<file path="config.mk">
export PLATFORM = sky130hd
export DESIGN_NAME = subtractor_arbiter
export DESIGN_NICKNAME = d
export VERILOG_FILES = /design/src/rtl/subtractor_arbiter.sv
export SDC_FILE = /design/constraint.sdc
export NUM_CORES = 1
export LEC_CHECK = 0
export ABC_AREA = 1
export ABC_CLOCK_PERIOD_IN_PS = 1900
export CORE_MARGIN = 10
export CORE_UTILIZATION = 49
export CTS_CLUSTER_SIZE = 24
export DETAILED_ROUTE_END_ITERATION = 8
export GPL_ROUTABILITY_DRIVEN = 0
export PLACE_DENSITY_LB_ADDON = 0.12
export SYNTH_ARGS = -nofsm -noshare
export SYNTH_HDL_FRONTEND = slang
export SYNTH_SLANG_ARGS = --single-unit
</file>
<file path="constraint.sdc">
create_clock -name clk -period 1.9 [get_ports clk]
set_input_delay 0.285 -clock clk [delete_from_list [all_inputs] [get_ports clk]]
set_output_delay 0.285 -clock clk [all_outputs]
set_load 0.02 [all_outputs]
</file>
<file path="src/rtl/subtractor_arbiter.sv">
// Two-requester arbiter in front of one shared 4-bit subtractor with registered results.
// Latency: grant one cycle after request is sampled, done one cycle after grant.
// Backpressure: losing requester waits in IDLE; the owner releases by dropping its req.
module subtractor_arbiter #(
    parameter bit RR_EN = 1'b1
) (
    input  logic       clk,
    input  logic       rst,
    input  logic       req0,
    input  logic       req1,
    input  logic [3:0] a0,
    input  logic [3:0] b0,
    input  logic [3:0] a1,
    input  logic [3:0] b1,
    output logic       gnt0,
    output logic       gnt1,
    output logic       done0,
    output logic       done1,
    output logic [3:0] diff,
    output logic [3:0] magnitude,
    output logic       negative,
    output logic       busy,
    output logic [7:0] op_count
);

    typedef enum logic [1:0] {
        IDLE = 2'd0,
        CALC = 2'd1,
        DONE = 2'd2
    } state_t;

    state_t     state;
    logic       prio1;
    logic [3:0] op_a;
    logic [3:0] op_b;
    logic [4:0] sub_res;
    logic [3:0] sub_mag;
    logic       pick1;
    logic       gnt_req;

    // Single subtractor; the extra top bit is the borrow-out, i.e. a < b.
    assign sub_res = {1'b0, op_a} - {1'b0, op_b};
    assign sub_mag = sub_res[4] ? (~sub_res[3:0] + 4'd1) : sub_res[3:0];

    assign pick1   = req1 & (~req0 | (RR_EN & prio1));
    assign gnt_req = (gnt0 & req0) | (gnt1 & req1);

    always_ff @(posedge clk) begin
        if (rst) begin
            state     <= IDLE;
            prio1     <= 1'b0;
            op_a      <= 4'd0;
            op_b      <= 4'd0;
            gnt0      <= 1'b0;
            gnt1      <= 1'b0;
            done0     <= 1'b0;
            done1     <= 1'b0;
            diff      <= 4'd0;
            magnitude <= 4'd0;
            negative  <= 1'b0;
            busy      <= 1'b0;
            op_count  <= 8'd0;
        end else begin
            case (state)
                IDLE: begin
                    if (req0 | req1) begin
                        op_a  <= pick1 ? a1 : a0;
                        op_b  <= pick1 ? b1 : b0;
                        gnt0  <= ~pick1;
                        gnt1  <= pick1;
                        busy  <= 1'b1;
                        state <= CALC;
                    end
                end
                CALC: begin
                    if (gnt_req) begin
                        diff      <= sub_res[3:0];
                        magnitude <= sub_mag;
                        negative  <= sub_res[4];
                        done0     <= gnt0;
                        done1     <= gnt1;
                        op_count  <= op_count + 8'd1;
                        state     <= DONE;
                    end else begin
                        // Abandoned grant still counts as service for fairness.
                        prio1 <= gnt0;
                        gnt0  <= 1'b0;
                        gnt1  <= 1'b0;
                        busy  <= 1'b0;
                        state <= IDLE;
                    end
                end
                DONE: begin
                    if (!gnt_req) begin
                        prio1 <= gnt0;
                        gnt0  <= 1'b0;
                        gnt1  <= 1'b0;
                        done0 <= 1'b0;
                        done1 <= 1'b0;
                        busy  <= 1'b0;
                        state <= IDLE;
                    end
                end
                default: state <= IDLE;
            endcase
        end
    end

endmodule

</file>
==> summary.md <==
| Metric | Value |
|---|---|
| Status | finished clean |
| Final setup vio count | 0 |
| Setup crit end kind | flip-flop |
| Routed Antenna Nets | 0 |
| RSZ-0062 raised after global routing | no |
| I/O pins | between 40 and 50 |
| Initial DRC Count | 95 |
| Post-Syn Instances | between 200 and 250 |
| Setup WS pre-CTS | ~120 ps |
| Wire per inst | approximately 11 um |
| Worst Path Max Fanout | 3 |
| # fillers | around 300 |
| Final hold violations | 0 |
| Cell variety after synth | 25 |
| Min-Delay Path Class | reg -> reg |
| Slew Viols, Final | 0 |
| Req. time, crit path | 2180 ps |
| Core Area | around 3400 sq um |
| DP Area | around 2200 sq um |
| Share of layout cells above drive strength 1 | 0.09247 |
| Slew @ Worst Pin | around 440 ps |
| Post-synthesis mux area share | 0 |
| Die area | roughly 6300 sq um |
| IO buf count | 41 |
| Sink Count | 32 |
| Largest family of logic cells by synthesized area | simple AND/OR/NAND/NOR gates |
| Yosys warnings | 0 |
| Max VDD drop | roughly 480 uV |
| Final WL | between 3000 and 4000 um |
| Max_slew headroom | 0.7065 |
| Pwr Total | 0.001685 W |
| Tot GR Track Use | 0.1279 |
| Met3 Use GR | 0.04167 |
| Largest net degree at the start of global routing | 16 |
| Worst Hold End | negative$_SDFFE_PP0P_ |
| DR vias | 1,634 |
| Synth Area in Adders | 0.09039 |
| Nets | 323 |
| Layout area overhead | 30.63% |
| Register area share after synthesis | 0.3673 |
| Final Cycle Share | 0.9117 |
| Cts bufs inserted | 5 |
| GRT overflow | 0 |
| Synth Area in Compound Gates | 0.1420 |
| Minimum clock period after layout | roughly 1700 ps |
| Site Rows | 21 |
| Met2 Usage GRT | 0.2225 |
| H-Tree Depth | 2 |
| Vias/cell | between 4 and 5 |
| End-of-flow core utilization | 0.6722 |
| Grt met1 use | 0.1346 |
| Busiest grt layer | met2 |
| Hold Path Origin | negative$_SDFFE_PP0P_ |
| Syn nets | around 280 |
| Final instance area | roughly 2300 sq um |
| CTS tree | done |
| Max_cap viols | 0 |
| Min setup slack post-route | 167.8 ps |
| XOR/XNOR Fraction of Synth Area | 0.01004 |
| Most frequent cells in the layout | nand2_1, clkdlybuf4s50_1, inv_1 |
| Type of origin of the critical path | flip-flop |
| R2r startpoint | op_a[0]$_SDFFE_PP0P_ |
| R2r setup slk | 170 ps |
| Mean Syn Cell Area | 7.148 sq um |
| Vias in the first global route | roughly 1,600 |
| Synth Register Bits | 32 |
| Clk slew on worst S/H paths | 100 ps |
| Die Span X | around 80 um |
| Setup_tns | 0 ps |
| DRT Pass-1 Iters | 4 |
| Critical path start-end classification | reg -> reg |
| DP HPWL | a little over 3000 um |
| Root buf cell | clkbuf_4 |
| Leak | between 1 and 1.5 nW |
| CTS Buffer Depth | 2 |
| Cell count of the worst reg-to-reg path | 10 |
| Die Span Y | between 70 and 80 um |
| Most common cell after layout, fill and taps aside | nand2_1 |
| Antenna diodes | 0 |
| Worst skew pair latency | about 340 ps |
| Worst hold path stage count | 2 |
| Area of the mapped netlist | 1744 sq um |
| Post-synthesis simple-gate area fraction | 0.2747 |
| Global-route wire length before repair | 6575 um |
| Power per cell area | around 740 nW/um^2 |
| Critical path arrival | between 2000 and 2500 ps |
| Max Freq | just under 600 MHz |
| Initial Util | 0.5146 |
| DRC viols | 0 |
| R2r endpoint | magnitude[3]$_SDFFE_PP0P_ |
| Clock Skews | ~14 ps |
| Initial antenna violation count | 0 |
-- how the worst max path moves through the flow --
stage	slack, ps	from	to
2_1_floorplan	230	op_a[0]$_SDFFE_PP0P_	magnitude[1]$_SDFFE_PP0P_
3_3_place_gp	150	req1	magnitude[0]$_SDFFE_PP0P_
3_5_place_dp	120	req1	op_count[5]$_SDFFE_PP0P_
4_1_cts	160	op_a[0]$_SDFFE_PP0P_	magnitude[3]$_SDFFE_PP0P_
5_1_grt	2	op_a[0]$_SDFFE_PP0P_	magnitude[3]$_SDFFE_PP0P_
6_report	170	op_a[0]$_SDFFE_PP0P_	magnitude[3]$_SDFFE_PP0P_
-- metal layers --
| metal | part of all wire | wire length (um) |
|---|---|---|
| met2 | 0.49 | 1868 |
| met5 | 0 | 0 |
| met3 | 0.058 | 222 |
| met1 | 0.43 | 1658 |
| met4 | 0.019 | 74 |
-- power by group --
group	total [W]	internal, W	leakage (nW)	switching (W)
Combinational	0.000525	0.000237	0.729	0.000288
Clock	0.000412	0.000176	0.0380	0.000236
Sequential	0.000748	0.000717	0.262	0.0000312
Total	0.00168	0.00113	1.03	0.000555
-- synthesized netlist by cell type --
cell / number / area share
a21oi_1: 20 / 0.057
buf_2: 2 / 0.0057
inv_1: 37 / 0.080
nand2_4: 1 / 0.0065
nand4_1: 4 / 0.014
buf_6: 2 / 0.013
nand3_1: 22 / 0.063
or2_2: 1 / 0.0036
o21a_1: 1 / 0.0043
buf_4: 1 / 0.0043
o21ai_4: 1 / 0.0093
o211ai_1: 8 / 0.034
o21ai_1: 1 / 0.0029
nor2_1: 13 / 0.028
nor2_4: 2 / 0.013
ha_1: 11 / 0.079
nand2_1: 62 / 0.13
dfxtp_1: 32 / 0.37
a21oi_2: 1 / 0.0050
inv_2: 4 / 0.0086
nand3b_1: 3 / 0.013
clkbuf_1: 2 / 0.0043
xnor2_1: 2 / 0.010
o21ai_0: 10 / 0.029
fa_1: 1 / 0.011
-- cell families (layout without fill, tap and decap cells) --
family | after synthesis | after routing
buffers and inverters | 48 | 96
xor gates and xnor gates | 2 | 2
adders and majority gates | 12 | 12
DFF | 32 | 32
AOI/OAI and AO/OA | 42 | 42
and+or+nand+nor | 108 | 108
-- worst max-delay path: stages (launching register included) --
cell and delay, ps:
dfxtp_2 330, inv_1 40, ha_2 190, fa_1 580
nand2_1 60, nand3b_1 150, nand2_1 80, inv_1 40
nand2_1 50, nand2_1 50, a21oi_2 110
-- through the flow --
step,cells,hold WS [ps]
floorplan,244,447.4
CTS,337,479.8
global placement,329,459.2
global route,338,498.5
finish,338,475.7
detailed placement,329,464.6
-- sequential cells by signal, summed over array words and instances (netlist names), 2 cells and up --
name	count
state	2
op_count	8
op_a	4
diff	3
magnitude	4
op_b	4
-- timing repair --
item                                    4_1_cts  5_1_grt
buffers inserted                              0        1
gates resized for setup                       0        3
hold buffers                                  0        0
endpoints found under the setup margin        0        1
-- final cells by class --
cell class,count,area [sq um],share of cell area
well taps,46,57.56,0.02526
flip-flops and latches,32,641.9,0.2817
clock buffers,6,51.30,0.02252
multi-input cells,164,908.4,0.3987
inverters,41,153.9,0.06755
clock inverters,2,10.01,0.004393
repair buffers,47,455.4,0.1999
No activity file was read; power rests on OpenSTA's default activity.
